[src/rtl/vga_pkg.sv]
// ============================================================================
// Module  : vga_pkg
// Brief   : Shared VGA framebuffer geometry defaults and RGB332 colour helpers.
// Rev     : 1.0  initial release
// ============================================================================
`default_nettype none

package vga_pkg;

   localparam int c_H_START = 145;
   localparam int c_V_START = 36;
   localparam int c_FB_W    = 160;
   localparam int c_FB_H    = 120;

   typedef struct packed {
      logic [2:0] r;
      logic [2:0] g;
      logic [1:0] b;
   } rgb332_t;

   typedef struct packed {
      logic [7:0] r;
      logic [7:0] g;
      logic [7:0] b;
   } rgb888_t;

   localparam rgb888_t c_RGB_BLACK = '{r: 8'h00, g: 8'h00, b: 8'h00};
   localparam rgb888_t c_RGB_WHITE = '{r: 8'hFF, g: 8'hFF, b: 8'hFF};

   // Bit replication keeps full-scale codes at 8'hFF and zero at 8'h00.
   function automatic rgb888_t rgb332_to_rgb888(input rgb332_t c);
      rgb888_t o;
      o.r = {c.r, c.r, c.r[2:1]};
      o.g = {c.g, c.g, c.g[2:1]};
      o.b = {c.b, c.b, c.b, c.b};
      return o;
   endfunction

endpackage

`default_nettype wire

[src/rtl/vga_delay_line.sv]
// ============================================================================
// Module  : vga_delay_line
// Brief   : Resettable shift pipeline of configurable depth and width.
// Rev     : 1.0  initial release
// ============================================================================
`default_nettype none

module vga_delay_line #(
   parameter int DEPTH = 2,
   parameter int WIDTH = 1
) (
   input  logic             VGA_CLK_IN,
   input  logic             reset,
   input  logic [WIDTH-1:0] d,
   output logic [WIDTH-1:0] q
);

   logic [WIDTH-1:0] r_pipe [DEPTH];

   always_ff @(posedge VGA_CLK_IN or posedge reset) begin
      if (reset) begin
         for (int i = 0; i < DEPTH; i++) begin
            r_pipe[i] <= '0;
         end
      end else begin
         r_pipe[0] <= d;
         for (int i = 1; i < DEPTH; i++) begin
            r_pipe[i] <= r_pipe[i-1];
         end
      end
   end

   assign q = r_pipe[DEPTH-1];

endmodule

`default_nettype wire

[src/rtl/vga_pixel_fetch.sv]
// ============================================================================
// Module  : vga_pixel_fetch
// Brief   : Maps VGA raster counters to scaled framebuffer reads and drives
//           RGB888 plus delay-matched sync. Optional macro PIXEL_FETCH_GRID_EN
//           overlays a white grid every 16 framebuffer words.
// Rev     : 1.0  initial release
// ============================================================================
`default_nettype none

module vga_pixel_fetch
   import vga_pkg::*;
#(
   parameter int H_START  = c_H_START,
   parameter int V_START  = c_V_START,
   parameter int FB_W     = c_FB_W,
   parameter int FB_H     = c_FB_H,
   parameter int SCALE_SH = 2,
   parameter int MEM_LAT  = 1
) (
   input  logic        VGA_CLK_IN,
   input  logic        reset,
   input  logic        video_on,
   input  logic        hsync,
   input  logic        vsync,
   input  logic [9:0]  pixel_x,
   input  logic [9:0]  pixel_y,
   output logic [14:0] mem_addr,
   output logic        mem_rd_en,
   input  logic [7:0]  mem_rdata,
   output logic [7:0]  VGA_R,
   output logic [7:0]  VGA_G,
   output logic [7:0]  VGA_B,
   output logic        VGA_HS,
   output logic        VGA_VS,
   output logic        VGA_BLANK_N,
   output logic        VGA_SYNC_N
);

   localparam logic [9:0] c_H_OFF   = 10'(H_START);
   localparam logic [9:0] c_V_OFF   = 10'(V_START);
   localparam logic [9:0] c_COL_MAX = 10'(FB_W - 1);
   localparam logic [9:0] c_ROW_MAX = 10'(FB_H - 1);

   // Constant multiply by FB_W as a sum of shifted copies of row.
   function automatic logic [14:0] row_times_fbw(input logic [9:0] row);
      logic [14:0] acc;
      acc = '0;
      for (int i = 0; i < 15; i++) begin
         if (((FB_W >> i) & 1) != 0) begin
            acc = acc + ({5'd0, row} << i);
         end
      end
      return acc;
   endfunction

   logic [9:0]  w_dx;
   logic [9:0]  w_dy;
   logic [9:0]  w_col_raw;
   logic [9:0]  w_row_raw;
   logic [9:0]  w_col;
   logic [9:0]  w_row;
   logic [14:0] w_addr;

   // Counters left of/above the visible origin wrap to large values and clamp.
   always_comb begin
      w_dx      = pixel_x - c_H_OFF;
      w_dy      = pixel_y - c_V_OFF;
      w_col_raw = w_dx >> SCALE_SH;
      w_row_raw = w_dy >> SCALE_SH;
      w_col     = (w_col_raw > c_COL_MAX) ? c_COL_MAX : w_col_raw;
      w_row     = (w_row_raw > c_ROW_MAX) ? c_ROW_MAX : w_row_raw;
      w_addr    = row_times_fbw(w_row) + {5'd0, w_col};
   end

   logic [14:0] r_mem_addr;
   logic        r_mem_rd_en;

   always_ff @(posedge VGA_CLK_IN or posedge reset) begin
      if (reset) begin
         r_mem_addr  <= '0;
         r_mem_rd_en <= 1'b0;
      end else begin
         r_mem_rd_en <= video_on;
         if (video_on) begin
            r_mem_addr <= w_addr;
         end
      end
   end

   assign mem_addr  = r_mem_addr;
   assign mem_rd_en = r_mem_rd_en;

   // Sync/video_on aligned with mem_rdata; the output register adds the last stage.
   logic [2:0] w_sync_al;

   vga_delay_line #(
      .DEPTH (MEM_LAT + 1),
      .WIDTH (3)
   ) u_sync_dly (
      .VGA_CLK_IN (VGA_CLK_IN),
      .reset      (reset),
      .d          ({video_on, hsync, vsync}),
      .q          (w_sync_al)
   );

   rgb888_t w_pix;

`ifdef PIXEL_FETCH_GRID_EN
   logic [7:0] r_grid_a;
   logic [7:0] w_grid_al;
   logic       w_grid_hit;

   always_ff @(posedge VGA_CLK_IN or posedge reset) begin
      if (reset) begin
         r_grid_a <= '0;
      end else begin
         r_grid_a <= {w_col[3:0], w_row[3:0]};
      end
   end

   vga_delay_line #(
      .DEPTH (MEM_LAT),
      .WIDTH (8)
   ) u_grid_dly (
      .VGA_CLK_IN (VGA_CLK_IN),
      .reset      (reset),
      .d          (r_grid_a),
      .q          (w_grid_al)
   );

   assign w_grid_hit = (w_grid_al[7:4] == 4'd0) || (w_grid_al[3:0] == 4'd0);
   assign w_pix      = w_grid_hit ? c_RGB_WHITE : rgb332_to_rgb888(rgb332_t'(mem_rdata));
`else
   assign w_pix = rgb332_to_rgb888(rgb332_t'(mem_rdata));
`endif

   rgb888_t r_rgb;
   logic    r_hs;
   logic    r_vs;
   logic    r_blank_n;

   always_ff @(posedge VGA_CLK_IN or posedge reset) begin
      if (reset) begin
         r_rgb     <= c_RGB_BLACK;
         r_hs      <= 1'b0;
         r_vs      <= 1'b0;
         r_blank_n <= 1'b0;
      end else begin
         r_rgb     <= w_sync_al[2] ? w_pix : c_RGB_BLACK;
         r_hs      <= w_sync_al[1];
         r_vs      <= w_sync_al[0];
         r_blank_n <= w_sync_al[2];
      end
   end

   assign VGA_R       = r_rgb.r;
   assign VGA_G       = r_rgb.g;
   assign VGA_B       = r_rgb.b;
   assign VGA_HS      = r_hs;
   assign VGA_VS      = r_vs;
   assign VGA_BLANK_N = r_blank_n;
   assign VGA_SYNC_N  = 1'b0;

endmodule

`default_nettype wire

[config.mk]
export PLATFORM = sky130hd
export DESIGN_NAME = vga_pixel_fetch
export DESIGN_NICKNAME = d
export VERILOG_FILES = /design/src/rtl/vga_pkg.sv /design/src/rtl/vga_delay_line.sv /design/src/rtl/vga_pixel_fetch.sv
export SDC_FILE = /design/constraint.sdc
export NUM_CORES = 1
export LEC_CHECK = 0
export CAP_MARGIN = 0
export CORE_ASPECT_RATIO = 1.1
export CORE_MARGIN = 2
export CORE_UTILIZATION = 44
export CTS_CLUSTER_DIAMETER = 100
export DETAILED_ROUTE_END_ITERATION = 12
export PLACE_DENSITY = 0.82
export SLEW_MARGIN = 20
export SYNTH_ARGS = -nofsm -noshare
export SYNTH_HDL_FRONTEND = slang
export SYNTH_SLANG_ARGS = --single-unit
export TNS_END_PERCENT = 20
[constraint.sdc]
create_clock -name VGA_CLK_IN -period 0.91 [get_ports VGA_CLK_IN]
set_input_delay 0.091 -clock VGA_CLK_IN [delete_from_list [all_inputs] [get_ports VGA_CLK_IN]]
set_output_delay 0.091 -clock VGA_CLK_IN [all_outputs]
set_load 0.02 [all_outputs]
# Yosys cells after proc, flatten, opt, wreduce, memory -nomap -nowiden
# Index checks and enable logic that the tools add are counted.
[op_classes]
n_addsub = 4
mul = 0
div = 0
order_cmp = 2
n_eq_ne = 0
n_shift = 0
muxes = 3
n_bitwise = 0
reduce_logical = 0
[ops]
columns = ["operator", "count"]
rows = [
  ["2-to-1 mux 24 bit", 1],
  ["2-to-1 mux 8 bit", 2],
  ["adder 13 x 15 -> 15 bit", 1],
  ["adder 15 x 8 -> 15 bit", 1],
  ["subtractor 10 x 6 -> 10 bit (second input constant)", 1],
  ["subtractor 10 x 8 -> 10 bit (second input constant)", 1],
  ["greater-than comparator 8 x 7 -> 1 bit (second input constant)", 1],
  ["greater-than comparator 8 bit (second input constant)", 1],
]
[word_totals]
register_bits = 49
latch_bits = 0
mem_bits_rw = 0
mem_bits_ro = 0
input_bits = 33
output_inout_bits = 44
mem_count = 0

# Depth between registers and ports, before layout
# Gate-level depths: netlist of the first run.
[depth]
depth_word = 5
depth_mapped = 16
depth_no_buf = 16

# Modules after synthesis
# Synthesis of the first run repeated with hierarchy kept, for this count alone.
[hier_totals]
cells_unflattened = 204
area_unflattened_um2 = 2103.3
[by_module_without_submodules]
columns = ["mod", "instances", "cells_each", "area_per_inst_um2"]
rows = [
  ["vga_pixel_fetch", 1, 194, 1926.8],
  ["vga_delay_line", 1, 10, 176.4],
]

# Least setup slack after synthesis of the first run
# Ideal clock, no wire load.
[synth_path]
path_kind = "input-to-reg"
start = "input pixel_x[2]"
end = "register r_mem_addr[13], in the netlist mem_addr[13]"
setup_ps = 124
arrival_time_ps = 3155
path_slack_ps = -2369
path_stages = 12
path_buffers = 0
cell_sequence = "o41a_1 > or3_4 > a21oi_2 > xnor2_1 > fa_1 > inv_1 > ha_1 > a211oi_1 > nor2_1 > o41ai_1 > mux2i_1 > a211o_1"
[synth_via]
elab_chain_cells = 4
[synth_lines]
columns = ["item", "line_no", "rtl"]
rows = [
  ["from (decl)", "vga_pixel_fetch.sv:25", "input logic [9:0] pixel_x,"],
  ["subtractor 10 x 8 -> 10 bit (*)", "vga_pixel_fetch.sv:66", "w_dx = pixel_x - c_H_OFF;"],
  ["greater-than comparator 8 bit", "vga_pixel_fetch.sv:70", "w_col = (w_col_raw > c_COL_MAX) ? c_COL_MAX : w_col_raw;"],
  ["2-to-1 mux 8 bit (*)", "vga_pixel_fetch.sv:70", ""],
  ["adder 15 x 8 -> 15 bit (*)", "vga_pixel_fetch.sv:72", "w_addr = row_times_fbw(w_row) + {5'd0, w_col};"],
  ["to (signal assigned)", "vga_pixel_fetch.sv:85", "r_mem_addr <= w_addr;"],
  ["to (decl)", "vga_pixel_fetch.sv:75", "logic [14:0] r_mem_addr;"],
]
# Every way passes the cells marked *; elsewhere a longest branch is shown, timed or not.
# A chain may end at the register's enable or synchronous reset.

# Final worst setup path of the first run
[layout_path]
start = "input pixel_x[2]"
end = "register r_mem_addr[12], in the netlist mem_addr[12]"
# Same word-level chain as after synthesis.

==> results.toml, run 1 <==
[synthesis]
ys_types = 47
async_flop_share_pct = 100.0
syn_inst = 194
synth_area_leaders = "dfrtp_1, ha_1, buf_4, xnor2_1, and2_1"
ys.warnings.count = 0
synth_area_per_cell_um2 = 10.21
synth_edf_count = 0
synth-seq-cells = 32
yosysTopAreaCellShare_pct = 40.43
yosysSeqAreaShare_pct = 40.43
netlist_area_mm2 = 0.001981
ys.flop_type = "dfrtp_1"
yosysTopAreaCell = "dfrtp_1"

[drt]
drtIter0Drc = 74
drt_pre_antenna_iters = 4
drc_errors = 0
viasPerCell = 5.183
num_vias = 1954
avgRoutedWirePerCell_um = 15.21
ant_nets = 0
routed_wl_um = 5734

[cells_and_area]
multi_input_area_mm2 = 0.001192
drive_above_1_share_pct = 49.85
area_growth_pct = 64.75
fin_nets = 374
n_antenna_cell = 0
design_area_mm2 = 0.003263
fillers = 310
ff_latch_area_um2 = 800.8
final_util_pct = 75.59

[timing]
rsz0062_at_grt = "true"
period_minus_slack_ps = 3045
setup_viol = 48
holdWs_ps = 147.2
fin_skew_ps = 3.512
setup_ws_ps = -2135
report.final.slew_viol_count = 0
fin_setup_tns_ps = -21680
hold_violations = 0
max_freq_mhz = 328.4
layout_worst_path_cycle_share_pct = 334.6

[global_route]
grt_start_max_net_pins = 22
grt_overflow = 0
track_usage_pct = 23.93
grt_pass1_wl_um = 8887
antenna_found_initial = 0
grt_pass1_vias = 1964

[power_and_ir_drop]
p_int_mw = 3.757
ir_worst_vdd_mv = 0.9786
power_frac_seq_pct = 31.0
p_leak_nw = 1.618
pwr-share-comb_pct = 45.0
power.net_switching_mw = 1.889
power.density_mw_per_mm2 = 1730
pwr-share-clk_pct = 24.0
switching_share_pct = 33.46

[floorplanning]
die_y_um = 74.37
die_w_um = 67.97
boundaryPins = 77
rows = 25
dieArea_mm2 = 0.005055
start_util_pct = 45.88
core-area_mm2 = 0.004317

[clock_network]
cts_buffers = 5
cts_tree = "yes"
clock_sinks = 32
clk_pin_slew_ps = 70
clk_latency_ps = 290
ctsRootBufferMaster = "clkbuf_8"
htree_num_levels = 2
cts.path.max_buffers = 2

[setup_path]
r2r_start = "mem_addr[13]"
reg2regPathDepth = 2
path_class = "input pin to flip-flop"
cp-end-kind = "flip-flop"
cp.arrival_ps = 3230
path_max_fanout = 4
r2r-end = "mem_addr[13]"
crit_path_start_kind = "input pin"
crit_required_ps = 1090
worst-r2r-setup-slack_ps = -20

[placement]
dp_slack_ps = -2715
dp_hpwl_um = 3720
placed_cell_area_mm2 = 0.003123
port_buffers = 73
gp_congestion = 0.7817

[status]
status = "finished with violations"
failed_checks = "setup timing"

[min_path]
min_path_type = "input pin to asynchronous set/reset pin"

[run]
cap_violations = 0
## cell usage after synthesis (all sizes together) (2+ instances only)
library cell,n
and3,2
nand2,10
a21oi,4
xor2,2
inv,10
dfrtp,32
buf,17
a31oi,5
and2,10
a21o,3
nand3b,3
fa,2
nor2,14
nor3,4
mux2,4
nor2b,2
o21ai,11
o31a,2
or3,2
nand2b,4
a31o,2
a211oi,4
ha,17
xnor2,7
clkbuf,2
## state kept, by name, summed over array words and instances (netlist names), 2 cells and up
name,cells
VGA_B,2
VGA_G,3
VGA_R,3
u_sync_dly.r_pipe,2
u_sync_dly.q,3
mem_addr,15
## worst max-delay path, stage by stage
cell and delay [ps]:
buf_6 90, o41a_1 430, or3_4 430, a21oi_4 180
xnor2_2 160, fa_1 510, buf_6 160, fa_2 410
nor2b_2 150, o31a_1 210, o221a_4 220, a211oi_2 40
a21o_1 150
## placed cells by master (no fill, tap or decap), types with 5 or more instances in the layout
| master | n |
|---|---|
| buf_4 | 61 |
| buf_2 | 39 |
| dfrtp_1 | 32 |
| clkdlybuf4s50_1 | 19 |
| nor2_1 | 13 |
| ha_1 | 13 |
| buf_6 | 11 |
| nand2_1 | 10 |
| and2_1 | 8 |
| inv_1 | 7 |
| dlygate4sd2_1 | 7 |
| o21ai_0 | 5 |
| xnor2_1 | 5 |
| a31oi_1 | 5 |
| clkbuf_8 | 5 |
## per-stage QoR
step / power, mW / std cells
3_5_place_dp: 4.069 / 359
4_1_cts: 5.377 / 375
5_1_grt: 5.951 / 377
2_1_floorplan: 2.914 / 195
3_3_place_gp: 3.998 / 359
6_report: 5.647 / 377
## metal layers
layer  track usage [%]  wire [um]  vias up  part of all wire [%]
li1                  -          -      923                     -
met1             23.60       1938      927                    34
met2             44.01       3143       82                    55
met3             6.959        422       22                   7.4
met4             13.33        229        0                   4.0
met5                 0          0        -                     0
## how the worst max path moves through the flow
stage	start	endpoint	slack, ps	depth (start not counted)
2_1_floorplan	pixel_x[1]	mem_addr[12]	-2130	14
3_3_place_gp	pixel_x[1]	mem_addr[12]	-2600	15
3_5_place_dp	pixel_x[1]	mem_addr[12]	-2720	13
4_1_cts	pixel_x[2]	mem_addr[14]	-2100	15
5_1_grt	pixel_x[2]	mem_addr[12]	-2240	13
6_report	pixel_x[2]	mem_addr[12]	-2140	13
## power by group through the flow
stage | combinational (mW) | clock (mW) | sequential (mW)
3_5_place_dp | 2.30 | 0 | 1.77
2_1_floorplan | 0.911 | 0 | 2.00
4_1_cts | 2.26 | 1.38 | 1.74
3_3_place_gp | 2.24 | 0 | 1.75
6_report | 2.54 | 1.36 | 1.75
5_1_grt | 2.72 | 1.46 | 1.77
## layout make-up
class                           instances  share of cell area, %
Tap cell                               54                  2.071
Clock inverter                          2                  1.074
Timing Repair Buffer                  139                  32.29
Multi-Input combinational cell        133                  36.54
Inverter                               11                  1.265
Clock buffer                            6                  2.224
Sequential cell                        32                  24.54
## cells by family after synthesis
group                      Yosys count  synth area share (%)
and+or+nand+nor                     55                 14.97
AOI/OAI and AO/OA                   43                 15.98
DFF                                 32                 40.43
buffers and inverters               30                 8.907
adders and majority gates           19                 12.76
xor gates and xnor gates             9                 3.980
muxes                                5                 2.779
other                                1                0.1893
## repair_timing
action	4_1_cts	5_1_grt
pin swaps	24	17
endpoints found under the setup margin	58	58
hold buffers	0	0
buffers inserted	8	3
gates cloned	0	0
resized for setup	214	26
Note: power is estimated with default switching activity, not from simulation.
==> run 2: changes to the inputs <==
--- a/config.mk
+++ b/config.mk
@@ -5,15 +5,15 @@
 export SDC_FILE = /design/constraint.sdc
 export NUM_CORES = 1
 export LEC_CHECK = 0
+export ABC_AREA = 1
 export CAP_MARGIN = 0
 export CORE_ASPECT_RATIO = 1.1
 export CORE_MARGIN = 2
-export CORE_UTILIZATION = 44
+export CORE_UTILIZATION = 45
 export CTS_CLUSTER_DIAMETER = 100
 export DETAILED_ROUTE_END_ITERATION = 12
-export PLACE_DENSITY = 0.82
+export PLACE_DENSITY = 0.81
 export SLEW_MARGIN = 20
 export SYNTH_ARGS = -nofsm -noshare
 export SYNTH_HDL_FRONTEND = slang
 export SYNTH_SLANG_ARGS = --single-unit
-export TNS_END_PERCENT = 20
==> run 2 against run 1 <==
The run still ends with setup timing left. Critical path type unchanged. Final area is 18% higher. Cell count is 16% higher. Critical endpoint is now mem_addr[9]. Hold slack got worse by 4.2 ps.
==> results.toml, run 2 <==
[synthesis]
yosysTopAreaCellShare_pct = 37.47
syn_inst = 252
yosysSeqAreaShare_pct = 37.47
netlist_area_mm2 = 0.002137
ys.warnings.count = 0
synth_area_leaders = "dfrtp_1, ha_1, nand2_1, buf_4, inv_1"
synth-seq-cells = 32
synth_common_cells = "nand2_1, inv_1, dfrtp_1, buf_4, ha_1"
synth_compound_gate_area_share_pct = 7.201
synth_adder_area_share_pct = 11.83
synthMuxAreaShare_pct = 0
yosysTopAreaCell = "dfrtp_1"
synth_edf_count = 0
yosys.area_share.simple_pct = 25.41
synthMostInstantiatedCell = "nand2_1"
ys_types = 34
async_flop_share_pct = 100.0
synth_top_family_by_area = "simple AND/OR/NAND/NOR gates"
ys.flop_type = "dfrtp_1"
synth_xor_area_share_pct = 4.859
synth_area_per_cell_um2 = 8.480

[drt]
num_vias = 2138
routed.top_layer = "met4"
wl_met3_um = 264
drtIter0Drc = 87
ant_nets = 0
wl_met2_um = 3454
drt_pre_antenna_iters = 4
wl_met1_um = 2213
avgRoutedWirePerCell_um = 13.89
viasPerCell = 4.904
routed_wl_um = 6054
drc_errors = 0

[setup_path]
crit_chain = "buf_12, inv_12, ha_4, nand2_4, nand2_4, nand2_4, xor2_4, nand3_4, buf_6, nand3_4, buf_4, ha_1, ha_4, a21oi_4, nand2_2, buf_4, xnor2_1, o21ai_1"
cp_slowest_cell = "ha_1"
reg2regPathDepth = 4
cp.arrival_ps = 2480
path_max_fanout = 6
crit_required_ps = 1070
critPathMaxStageDelay_ps = 330
cpMostUsedCell = "nand2_4"
cp-end-kind = "flip-flop"
r2r-end = "mem_addr[6]"
path_class = "input pin to flip-flop"
worst-r2r-setup-slack_ps = 20
startpoint = "pixel_y[2]"
crit_path_start_kind = "input pin"
r2r_start = "mem_addr[6]"

[floorplanning]
rows = 26
core-area_mm2 = 0.004619
dieArea_mm2 = 0.005317
die_w_um = 69.71
boundaryPins = 77
start_util_pct = 46.26
die_y_um = 76.28

[clock_network]
cts_tree = "yes"
cts_buffers = 5
clock_sinks = 32
clk_latency_ps = 280
clk_pin_slew_ps = 60
ctsRootBufferMaster = "clkbuf_8"
cts.path.max_buffers = 2
htree_num_levels = 2
ctsHoldBuffers = 0

[cells_and_area]
fin_nets = 432
final_common_cell = "buf_4"
final_cell_mix = "buf_4, buf_6, nand2_1"
largest_reg_flops = 15
drive_above_1_share_pct = 55.26
area_growth_pct = 79.86
n_antenna_cell = 0

[placement]
dp_hpwl_um = 3677
dp_slack_ps = -2244
gp_congestion = 0.8758
port_buffers = 73

[timing]
layout_worst_path_cycle_share_pct = 254.4
fin_skew_ps = 3.001
rsz0062_at_grt = "true"
holdWs_ps = 143.0
max_freq_mhz = 432.0
setup_viol = 38
report.final.slew_viol_count = 0
period_minus_slack_ps = 2315
hold_violations = 0
setup_ws_ps = -1405

[power_and_ir_drop]
p_leak_nw = 1.955
power.density_mw_per_mm2 = 1591
ir_worst_vdd_mv = 0.8780

[min_path]
min_from = "pixel_x[3]"
min_path_type = "input pin to flip-flop"
hold_path_depth = 3
hold_end = "mem_addr[1]"

[global_route]
grt_overflow = 0
antenna_found_initial = 0
grt_pass1_vias = 2093
track_usage_pct = 19.73
grt_pass1_wl_um = 8611
grt_start_max_net_pins = 33

[status]
failed_checks = "setup timing"
status = "finished with violations"

[run]
cap_violations = 0
==> run 2: worst max path at each step <==
| stage | end | slack (ps) | cells after the start |
|---|---|---|---|
| after CTS | mem_addr[12] | -1530 | 19 |
| after detailed placement | mem_addr[13] | -2240 | 19 |
| after global placement | mem_addr[13] | -2150 | 19 |
| after floorplan | mem_addr[13] | -1380 | 18 |
| after global routing | mem_addr[11] | -1510 | 19 |
| final | mem_addr[9] | -1400 | 18 |
==> run 2: repair_timing <==
item	in CTS	in global routing
setup buffers	11	15
setup endpoints to repair	58	56
gates cloned	0	0
resized for setup	300	99
pin swaps	23	48
==> run 2: cell families (layout without fill, tap and decap cells) <==
logic type | Yosys count | in the layout
buf+inv | 57 | 184
xor+xnor | 8 | 8
other cells | 1 | 2
flops | 32 | 32
simple gates | 110 | 110
compound gates | 25 | 25
fa+ha+maj | 19 | 19
==> run 2: worst max-delay path: cells and delay by family <==
| family | cells | cell delay, ps |
|---|---|---|
| xor gates and xnor gates | 2 | 360 |
| AOI/OAI and AO/OA | 2 | 240 |
| buffers and inverters | 5 | 560 |
| and+or+nand+nor | 6 | 470 |
| adders and majority gates | 3 | 750 |
==> run 2: layout make-up <==
cell class	count	area, um2
Clock buffer	6	72.57
Clock inverter	1	5.005
Fill cell	240	775.7
Inverter	36	160.2
Multi-Input combinational cell	164	1373
Sequential cell	32	803.3
Tap cell	56	70.07
Timing Repair Buffer	141	1360
==> run 2: metal layers <==
layer  global-route usage [%]  up-vias
li1                         -     1017
met2                    37.98       75
met5                        0        -
met4                    8.269        0
met1                    20.70     1032
met3                    3.571       14
==> run 2: power breakdown <==
part           switching, mW  internal, mW
Sequential             0.169          1.63
Clock                  0.479         0.519
Combinational           1.55          1.76
==> run 2: per-stage QoR <==
step	cells	utilization, %	total power [mW]	setup TNS (ps)	cell area, um2
after CTS	424	74.43	5.503	-14150	3438
after floorplan	253	-	3.070	-11360	2200
final	436	83.21	6.114	-12610	3844
after detailed placement	406	69.69	4.310	-28850	3219
after global placement	406	69.69	4.242	-27290	3219
after global routing	436	83.21	6.476	-14860	3844
==> run 3: changes to the inputs <==
--- a/config.mk
+++ b/config.mk
@@ -9,11 +9,12 @@
 export CAP_MARGIN = 0
 export CORE_ASPECT_RATIO = 1.1
 export CORE_MARGIN = 2
-export CORE_UTILIZATION = 45
+export CORE_UTILIZATION = 46
 export CTS_CLUSTER_DIAMETER = 100
 export DETAILED_ROUTE_END_ITERATION = 12
-export PLACE_DENSITY = 0.81
+export PLACE_DENSITY = 0.82
 export SLEW_MARGIN = 20
 export SYNTH_ARGS = -nofsm -noshare
 export SYNTH_HDL_FRONTEND = slang
+export SYNTH_HIERARCHICAL = 1
 export SYNTH_SLANG_ARGS = --single-unit
==> run 3 against run 2 <==
The run still ends with setup timing left. Critical path depth rose by 2. Sequential share of layout area is essentially flat. Setup slack got worse by 150 ps. Fmax is 6.0% lower. Non-clock buffer count is 1 higher. Count of clock-buffer cells in the layout down 1. Synthesized area grew 3.2%. Routed wire length is 33% higher. Critical path type unchanged. Critical endpoint is now mem_addr[13]. Largest cell class unchanged. Largest power group unchanged.
==> results.toml, run 3 <==
[setup_path]
path_max_fanout = 5
crit_required_ps = 1090
cp-end-kind = "flip-flop"
cp.arrival_ps = 2640
crit_path_start_kind = "input pin"
path_class = "input pin to flip-flop"

[clock_network]
cts.path.max_buffers = 2
clk_pin_slew_ps = 80
cts_buffers = 5
cts_tree = "yes"
clock_sinks = 33
htree_num_levels = 2
clk_latency_ps = 290
ctsRootBufferMaster = "clkbuf_8"

[cells_and_area]
fin_nets = 444
final_common_cell = "buf_4"
drive_above_1_share_pct = 55.73
final_cell_mix = "buf_4, buf_6, nand2_1"
n_antenna_cell = 0
fillers = 229
area_growth_pct = 79.52
stdcell_count = 449
largest_reg_flops = 15

[drt]
avgRoutedWirePerCell_um = 17.88
routed_wl_um = 8028
drc_errors = 0
drtIter0Drc = 156
drt_pre_antenna_iters = 5
num_vias = 2384
viasPerCell = 5.310
ant_nets = 0

[synthesis]
syn_inst = 265
synth_area_per_cell_um2 = 8.324
synth_area_leaders = "dfrtp_1, nand2_1, ha_1, buf_4, inv_1"
ys.flop_type = "dfrtp_1"
ys.warnings.count = 6
synthMostInstantiatedCell = "nand2_1"
netlist_area_mm2 = 0.002206
synth_common_cells = "nand2_1, inv_1, dfrtp_1, buf_4, nor2_1"
async_flop_share_pct = 100.0
yosysSeqAreaShare_pct = 37.44
synth_edf_count = 0
yosysTopAreaCellShare_pct = 37.44
yosysTopAreaCell = "dfrtp_1"
ys_types = 31
synth-seq-cells = 33

[power_and_ir_drop]
ir_worst_vdd_mv = 0.8359
power.density_mw_per_mm2 = 1742
p_leak_nw = 1.994
fin_total_pwr_mw = 6.898

[floorplanning]
core-area_mm2 = 0.004619
start_util_pct = 47.75
rows = 26
boundaryPins = 77
die_y_um = 76.63
die_w_um = 70.03
dieArea_mm2 = 0.005366

[timing]
holdWs_ps = 44.37
fin_setup_tns_ps = -14490
layout_worst_path_cycle_share_pct = 270.7
setup_ws_ps = -1554
setup_viol = 48
report.final.slew_viol_count = 0
rsz0062_at_grt = "true"
period_minus_slack_ps = 2464
fin_skew_ps = 7.318
max_freq_mhz = 405.9
hold_violations = 0

[global_route]
grt_pass1_wl_um = 10850
track_usage_pct = 25.28
antenna_found_initial = 0
grt_pass1_vias = 2372
grt_overflow = 0
grt_start_max_net_pins = 17

[status]
failed_checks = "setup timing"
status = "finished with violations"

[placement]
dp_slack_ps = -2245
placedCellCount = 420
gp_congestion = 0.8216
dp_hpwl_um = 4038
port_buffers = 73

[run]
cap_violations = 0

[min_path]
min_path_type = "input pin to asynchronous set/reset pin"
## run 3: changes by cell type in the layout (fill, tap and decap cells not counted), sizes merged, moves of 2 or more
| cell | previous run | this run |
|---|---|---|
| xor2 | 4 | 6 |
| buf | 120 | 122 |
| a31oi | 3 | 0 |
| or2 | 3 | 1 |
| clkbuf | 11 | 7 |
| nand2 | 66 | 70 |
| dlymetal6s2s | 3 | 1 |
| clkdlybuf4s50 | 11 | 13 |
| nand4 | 3 | 5 |
| a21oi | 14 | 12 |
| nand3 | 13 | 20 |
| inv | 36 | 40 |
## run 3: routing by layer
layer | share of wire (%) | global-route usage [%]
met3 | 6.7 | 6.217
met2 | 56 | 48.76
met1 | 31 | 24.28
met4 | 5.5 | 12.69
met5 | 0 | 0
## run 3: area by class of cell
| class | instances | area (um2) | share of cell area (%) |
|---|---|---|---|
| Timing Repair Buffer | 142 | 1344 | 33.93 |
| Multi-Input combinational cell | 170 | 1415 | 35.73 |
| Tap cell | 56 | 70.07 | 1.769 |
| Clock buffer | 5 | 68.82 | 1.738 |
| Clock inverter | 3 | 46.29 | 1.169 |
| Sequential cell | 33 | 828.3 | 20.92 |
| Inverter | 40 | 187.7 | 4.739 |
## run 3: cell families after synthesis
| logic type | count (synthesis) | share of synthesized area (%) |
|---|---|---|
| compound gates | 18 | 4.935 |
| xor+xnor | 9 | 5.105 |
| fa+ha+maj | 19 | 11.46 |
| buf+inv | 63 | 14.12 |
| flops | 33 | 37.44 |
| other cells | 1 | 0.1700 |
| simple gates | 122 | 26.77 |
## run 3: power breakdown
part	switching [mW]	internal [mW]
Clock	0.583	0.820
Combinational	1.78	1.85
Sequential	0.185	1.69
Total	2.54	4.35
## run 3: stage by stage
stage | util (%) | area (um2)
final | 85.73 | 3960
after global routing | 85.73 | 3960
after CTS | 80.17 | 3704
after detailed placement | 71.67 | 3311
after global placement | 71.67 | 3311
after floorplan | - | 2311
## run 3: final timing paths
kind / slack [ps] / to / cells after the start / start
setup / recovery: -1550 / mem_addr[13] / 20 / pixel_y[3]
hold / removal: 40 / u_sync_dly/q[0] / 2 / reset
setup reg to reg: -10 / mem_addr[10] / 4 / mem_addr[10]
hold reg to reg: 360 / u_sync_dly/q[1] / 0 / u_sync_dly/r_pipe[4]
max in group asynchronous: 520 / mem_addr[13] / 3 / reset
min in group VGA_CLK_IN: 230 / u_sync_dly/r_pipe[3] / 1 / vsync
## run 3: critical path: stages
cell	delay [ps]
buf_12	110
inv_12	40
ha_4	140
nand2_4	50
nand2_4	90
nand3_4	80
xor2_2	190
nand3_2	160
nand2_2	150
nor2_4	50
fa_2	590
inv_2	60
ha_4	280
nand3_2	80
nand3_2	80
nand4_1	100
nand2_1	90
nand2_1	50
nand3_1	80
nand2_1	50
## run 3: repair_timing
action	in CTS	in global routing
hold buffers	0	0
setup endpoints to repair	58	58
setup buffers	25	6
resized for setup	327	70
pin swaps	33	27
